File: src/rtl/gpio_in_mmio.sv
`default_nettype none
// ============================================================================
//  Module      : gpio_in_mmio
//  Description : Memory-mapped GPIO input block. Synchronises and debounces
//                up to 8 pins, latches rising/falling edges in sticky W1C
//                flags and raises a level interrupt. Reads are registered
//                (1-cycle latency, same timing as the data RAM).
//  Revision    : 1.0 - initial release
// ============================================================================
module gpio_in_mmio #(
  parameter int WIDTH     = 8,
  parameter int DB_CYCLES = 4,
  parameter int PAGE      = 2
) (
  input  logic             clk,
  input  logic             rstn,
  input  logic [31:0]      data_addr,
  input  logic             datamem_rd,
  input  logic [3:0]       datamem_wr,
  input  logic [7:0]       data_wr0,
  output logic [31:0]      data_rd,
  input  logic [WIDTH-1:0] gpio_i,
  output logic             irq_o
);

  localparam int              c_CW       = $clog2(DB_CYCLES + 1);
  localparam logic [c_CW-1:0] c_DB_LAST  = c_CW'(DB_CYCLES - 1);
  localparam logic [21:0]     c_PAGE     = 22'(PAGE);
  localparam logic [1:0]      c_OFF_DATA = 2'd0;
  localparam logic [1:0]      c_OFF_RISE = 2'd1;
  localparam logic [1:0]      c_OFF_FALL = 2'd2;
  localparam logic [1:0]      c_OFF_IEN  = 2'd3;

  logic                       w_sel;
  logic                       w_rd_en;
  logic                       w_wr_en;
  logic [1:0]                 w_off;
  logic [WIDTH-1:0]           w_wdata;

  logic [WIDTH-1:0]           r_sync1;
  logic [WIDTH-1:0]           r_sync2;
  logic [WIDTH-1:0]           r_d;
  logic [WIDTH-1:0][c_CW-1:0] r_cnt;
  logic [WIDTH-1:0]           r_rise;
  logic [WIDTH-1:0]           r_fall;
  logic [WIDTH-1:0]           r_ien;
  logic [31:0]                r_data_rd;

  logic [WIDTH-1:0][c_CW-1:0] w_cnt_nxt;
  logic [WIDTH-1:0]           w_d_nxt;
  logic [WIDTH-1:0]           w_rise_set;
  logic [WIDTH-1:0]           w_fall_set;
  logic [WIDTH-1:0]           w_rise_clr;
  logic [WIDTH-1:0]           w_fall_clr;
  logic [WIDTH-1:0]           w_rd_val;

  // Address bits outside the page/offset decode and the upper byte enables
  // are deliberately ignored (registers alias across the page).
  logic w_unused_bus;
  assign w_unused_bus = ^{data_addr[9:4], data_addr[1:0], datamem_wr[3:1]};

  generate
    if (WIDTH < 8) begin : g_wdata_pad
      logic w_unused_wdata;
      assign w_unused_wdata = ^data_wr0[7:WIDTH];
    end
  endgenerate

  assign w_sel   = (data_addr[31:10] == c_PAGE);
  assign w_off   = data_addr[3:2];
  assign w_rd_en = w_sel & datamem_rd;
  assign w_wr_en = w_sel & datamem_wr[0];
  assign w_wdata = data_wr0[WIDTH-1:0];

  assign w_rise_clr = (w_wr_en && (w_off == c_OFF_RISE)) ? w_wdata : '0;
  assign w_fall_clr = (w_wr_en && (w_off == c_OFF_FALL)) ? w_wdata : '0;

  // Per-pin debounce: accept the synchronised level only after it has
  // differed from the accepted value for DB_CYCLES consecutive cycles.
  always_comb begin
    w_cnt_nxt  = r_cnt;
    w_d_nxt    = r_d;
    w_rise_set = '0;
    w_fall_set = '0;
    for (int i = 0; i < WIDTH; i++) begin
      if (r_sync2[i] == r_d[i]) begin
        w_cnt_nxt[i] = '0;
      end else if (r_cnt[i] == c_DB_LAST) begin
        w_d_nxt[i]    = r_sync2[i];
        w_cnt_nxt[i]  = '0;
        w_rise_set[i] = r_sync2[i];
        w_fall_set[i] = ~r_sync2[i];
      end else begin
        w_cnt_nxt[i] = r_cnt[i] + c_CW'(1);
      end
    end
  end

  // Register read mux; uses current (pre-write) register values.
  always_comb begin
    w_rd_val = '0;
    case (w_off)
      c_OFF_DATA: w_rd_val = r_d;
      c_OFF_RISE: w_rd_val = r_rise;
      c_OFF_FALL: w_rd_val = r_fall;
      c_OFF_IEN:  w_rd_val = r_ien;
      default:    w_rd_val = '0;
    endcase
  end

  // Two-flop synchroniser on the asynchronous pins.
  always_ff @(posedge clk or negedge rstn) begin
    if (!rstn) begin
      r_sync1 <= '0;
      r_sync2 <= '0;
    end else begin
      r_sync1 <= gpio_i;
      r_sync2 <= r_sync1;
    end
  end

  // Debounce state: accepted value and per-pin run-length counters.
  always_ff @(posedge clk or negedge rstn) begin
    if (!rstn) begin
      r_d   <= '0;
      r_cnt <= '0;
    end else begin
      r_d   <= w_d_nxt;
      r_cnt <= w_cnt_nxt;
    end
  end

  // Sticky edge flags (a new edge beats a same-cycle clear) and IEN.
  always_ff @(posedge clk or negedge rstn) begin
    if (!rstn) begin
      r_rise <= '0;
      r_fall <= '0;
      r_ien  <= '0;
    end else begin
      r_rise <= (r_rise & ~w_rise_clr) | w_rise_set;
      r_fall <= (r_fall & ~w_fall_clr) | w_fall_set;
      if (w_wr_en && (w_off == c_OFF_IEN)) begin
        r_ien <= w_wdata;
      end
    end
  end

  // Registered read data; returns zero when this block is not being read.
  always_ff @(posedge clk or negedge rstn) begin
    if (!rstn) begin
      r_data_rd <= '0;
    end else if (w_rd_en) begin
      r_data_rd <= {{(32-WIDTH){1'b0}}, w_rd_val};
    end else begin
      r_data_rd <= '0;
    end
  end

  assign data_rd = r_data_rd;
  assign irq_o   = |((r_rise | r_fall) & r_ien);

endmodule
`default_nettype wire

File: config.mk
export PLATFORM = sky130hd
export DESIGN_NAME = gpio_in_mmio
export DESIGN_NICKNAME = d
export VERILOG_FILES = /design/src/rtl/gpio_in_mmio.sv
export SDC_FILE = /design/constraint.sdc
export NUM_CORES = 1
export LEC_CHECK = 0
export ABC_CLOCK_PERIOD_IN_PS = 3800
export BUFFER_PORTS_ARGS = -buffer_cell sky130_fd_sc_hd__buf_2
export CAP_MARGIN = 20
export CORE_MARGIN = 10
export CORE_UTILIZATION = 35
export CTS_CLUSTER_SIZE = 25
export DETAILED_ROUTE_END_ITERATION = 8
export PLACE_DENSITY = 0.61
export SETUP_SLACK_MARGIN = 0.15
export SYNTH_ARGS = -nofsm -noshare
export SYNTH_HDL_FRONTEND = slang
export SYNTH_SLANG_ARGS = --single-unit
File: constraint.sdc
create_clock -name clk -period 3.8 [get_ports clk]
set_input_delay 0.38 -clock clk [delete_from_list [all_inputs] [get_ports clk]]
set_output_delay 0.38 -clock clk [all_outputs]
set_load 0.01 [all_outputs]
==> results.sh <==
export IMPL_r2r_cells=3
export IMPL_yosys_warnings=0
export IMPL_num_rows=36
export IMPL_synth_xor_area_share_pct=1.96
export IMPL_pin_count=88
export IMPL_gr_total_overflow=0
export IMPL_port_buffers=52
export IMPL_grt_max_degree=81
export IMPL_ys_ff_latch=80
export IMPL_drv_cap=0
export IMPL_p_int_w=0.00150
export IMPL_fillers=963
export IMPL_cts_root_buffer="clkbuf_8"
export IMPL_dp_cells=462
export IMPL_synth_distinct_cells=26
export IMPL_pwr_share_seq_pct=52.2
export IMPL_synth_simple_area_share_pct=14.9
export IMPL_die_y_um=121
export IMPL_p_sw_w=0.000544
export IMPL_path_class="reg -> out"
export IMPL_period_minus_slack_ns=2.02
export IMPL_start_util_pct=36.2
export IMPL_dr_first_iter_drc_count=143
export IMPL_cp_arrival_ns=1.64
export IMPL_muxShareOfSynthArea_pct=10.1
export IMPL_tightest_slew_ns=0.652
export IMPL_synth_top_family_by_area="simple AND/OR/NAND/NOR gates"
export IMPL_cts_sinks=80
export IMPL_cp_end_kind="primary output"
export IMPL_clk_latency_ns=0.34
export IMPL_ctsHtreeMaxLevel=3
export IMPL_cp_max_fo=4
export IMPL_timing_final_crit_share_pct=53.1
export IMPL_relSlewSlack_pct=56.2
export IMPL_hold_viol_final=0
export IMPL_netlist_area_um2=3570
export IMPL_comb_power_share_pct=18.3
export IMPL_tns_ns=0
export IMPL_cts_resized=0
export IMPL_syn2layout_area_growth_pct=15.2
export IMPL_drcViolationCount=0
export IMPL_grt_pass1_vias=2308
export IMPL_post_cts_buffers=0
export IMPL_hold_ws_ns=0.136
export IMPL_gp_congestion=0.807
export IMPL_wl_um=6830
export IMPL_die_x_um=121
export IMPL_fp_coreArea_um2=9860
export IMPL_netlist_top_cells_area="dfrtp_1 (56%), buf_4 (5.0%), mux2_2 (5.0%), mux4_2 (5.0%), o21ai_0 (3.4%)"
export IMPL_start_kind="flip-flop"
export IMPL_holdBufCountCts=0
export IMPL_p_clk_share_pct=29.5
export IMPL_synth_top_area_share_pct=56.0
export IMPL_firstDrtPassIters=4
export IMPL_holdPathStages=1
export IMPL_netSwitchingFraction_pct=26.7
export IMPL_layout_nets=405
export IMPL_rsz0062_at_grt="no"
export IMPL_ir_drop_mv=0.181
export IMPL_cts_buffers=9
export IMPL_pwr_density_cell_nw_per_um2=496
export IMPL_clk_pin_slew_ns=0.08
export IMPL_grt_first_pass_wirelength_um=11200
export IMPL_final_cells=480
export IMPL_dp_hpwl_um=4990
export IMPL_layout_drive_gt1_share_pct=27.5
export IMPL_setup_violations=0
export IMPL_yosysSeqAreaShare_pct=56.0
export IMPL_regArea_um2=2000
export IMPL_min_path_type="in -> reg"
export IMPL_synthCells=283
export IMPL_p_leak_nw=1.96
export IMPL_synthAdderAreaFrac_pct=2.80
export IMPL_synth_avg_cell_area_um2=12.6
export IMPL_grt_usage_pct=9.51
export IMPL_multi_input_area_um2=1390
export IMPL_yosysTopAreaCell="dfrtp_1"
export IMPL_ant_nets=0
export IMPL_mostFrequentLayoutCells="dfrtp_1 (80), buf_2 (51), o21ai_0 (24), conb_1 (24), nor2b_1 (19)"
export IMPL_cts_tree="yes"
export IMPL_final_common_cell="dfrtp_1"
export IMPL_die_area_um2=14700
export IMPL_critPathRequiredTime_ns=3.42
export IMPL_antenna_found_initial=1
export IMPL_outcome="complete, no violations"
export IMPL_max_clock_path_buffers=2
export IMPL_fin_skew_ns=0.00705
export IMPL_slew_viol_final=0
export IMPL_max_freq_mhz=495
export IMPL_synth_compound_area_share_pct=6.72
export IMPL_vias_per_cell=4.56
export IMPL_vias=2187
export IMPL_wl_per_cell_um=14.2
[cell type report]
class                           count  share of cell area (%)
Antenna cell                        1                  0.0608
Clock buffer                       11                    3.44
Clock inverter                      4                    1.09
Inverter                           17                    1.55
Multi-Input combinational cell    180                    33.9
Sequential cell                    80                    48.6
Tap cell                          133                    4.04
Timing Repair Buffer               54                    7.30
[sequential cells by signal, indices dropped and copies added, names as in the netlist]
signal / flops
r_cnt: 24
r_rise: 8
data_rd: 8
r_sync1: 8
r_sync2: 8
r_fall: 8
r_ien: 8
r_d: 8
[final timing paths]
path,start,to,slack [ns]
setup reg to reg,r_cnt[21]$_DFF_PN0_,r_d[7]$_DFFE_PN0P_,2.48
setup / recovery,r_rise[1]$_DFF_PN0_,irq_o,1.78
hold / removal,gpio_i[3],r_sync1[3]$_DFF_PN0_,0.14
max in group asynchronous,rstn,r_cnt[1]$_DFF_PN0_,2.85
hold reg to reg,r_sync1[1]$_DFF_PN0_,r_sync2[1]$_DFF_PN0_,0.34
min in group asynchronous,rstn,r_cnt[13]$_DFF_PN0_,0.39
[layer usage]
layer	track usage (%)	wire length, um	vias to the layer above
li1	-	-	1057
met1	11.2	2940	1054
met2	14.8	3080	72
met3	4.65	732	4
met4	3.39	75	0
met5	0	0	-
[synth_stat cells (all sizes together)]
library cell,n
inv,17
a21o,16
dfrtp,80
xnor2,8
mux4,8
ha,8
clkbuf,4
nand4b,2
nor3,8
nand3,2
nor2b,19
or2,1
or3,3
o21ai,24
nor3b,13
nor4,5
nor4b,1
nor2,1
mux2,16
nand4,2
conb,1
buf,25
nand3b,16
nand2,3
[through the flow]
stage	power (W)	utilization, %	area [um^2]	worst slack [ns]
finish	0.00204	41.7	4120	1.78
global route	0.00218	41.7	4110	1.68
CTS	0.00207	41.3	4080	1.75
detailed placement	0.00146	39.4	3890	1.59
global placement	0.00144	39.4	3890	1.61
floorplan	0.00136	-	3660	2.01
[worst max-delay path: stages (launching register included)]
cell,delay [ns]
dfrtp_1,0.41
o21ai_0,0.29
nand4_1,0.12
or2_2,0.32
buf_2,0.15
[kinds of logic after synthesis]
kind of cell | count (synthesis)
mux | 24
other cells | 1
fa+ha+maj | 8
simple gates | 76
buf+inv | 46
compound gates | 40
xor+xnor | 8
flops | 80
[power groups by stage]
stage	clock network [W]	logic [W]	registers [W]
4_1_cts	0.000628	0.000379	0.00107
6_report	0.000602	0.000374	0.00107
5_1_grt	0.000661	0.000435	0.00109
2_1_floorplan	0	0.000308	0.00106
3_3_place_gp	0	0.000361	0.00108
3_5_place_dp	0	0.000378	0.00108
(Power assumes the default switching activity.)
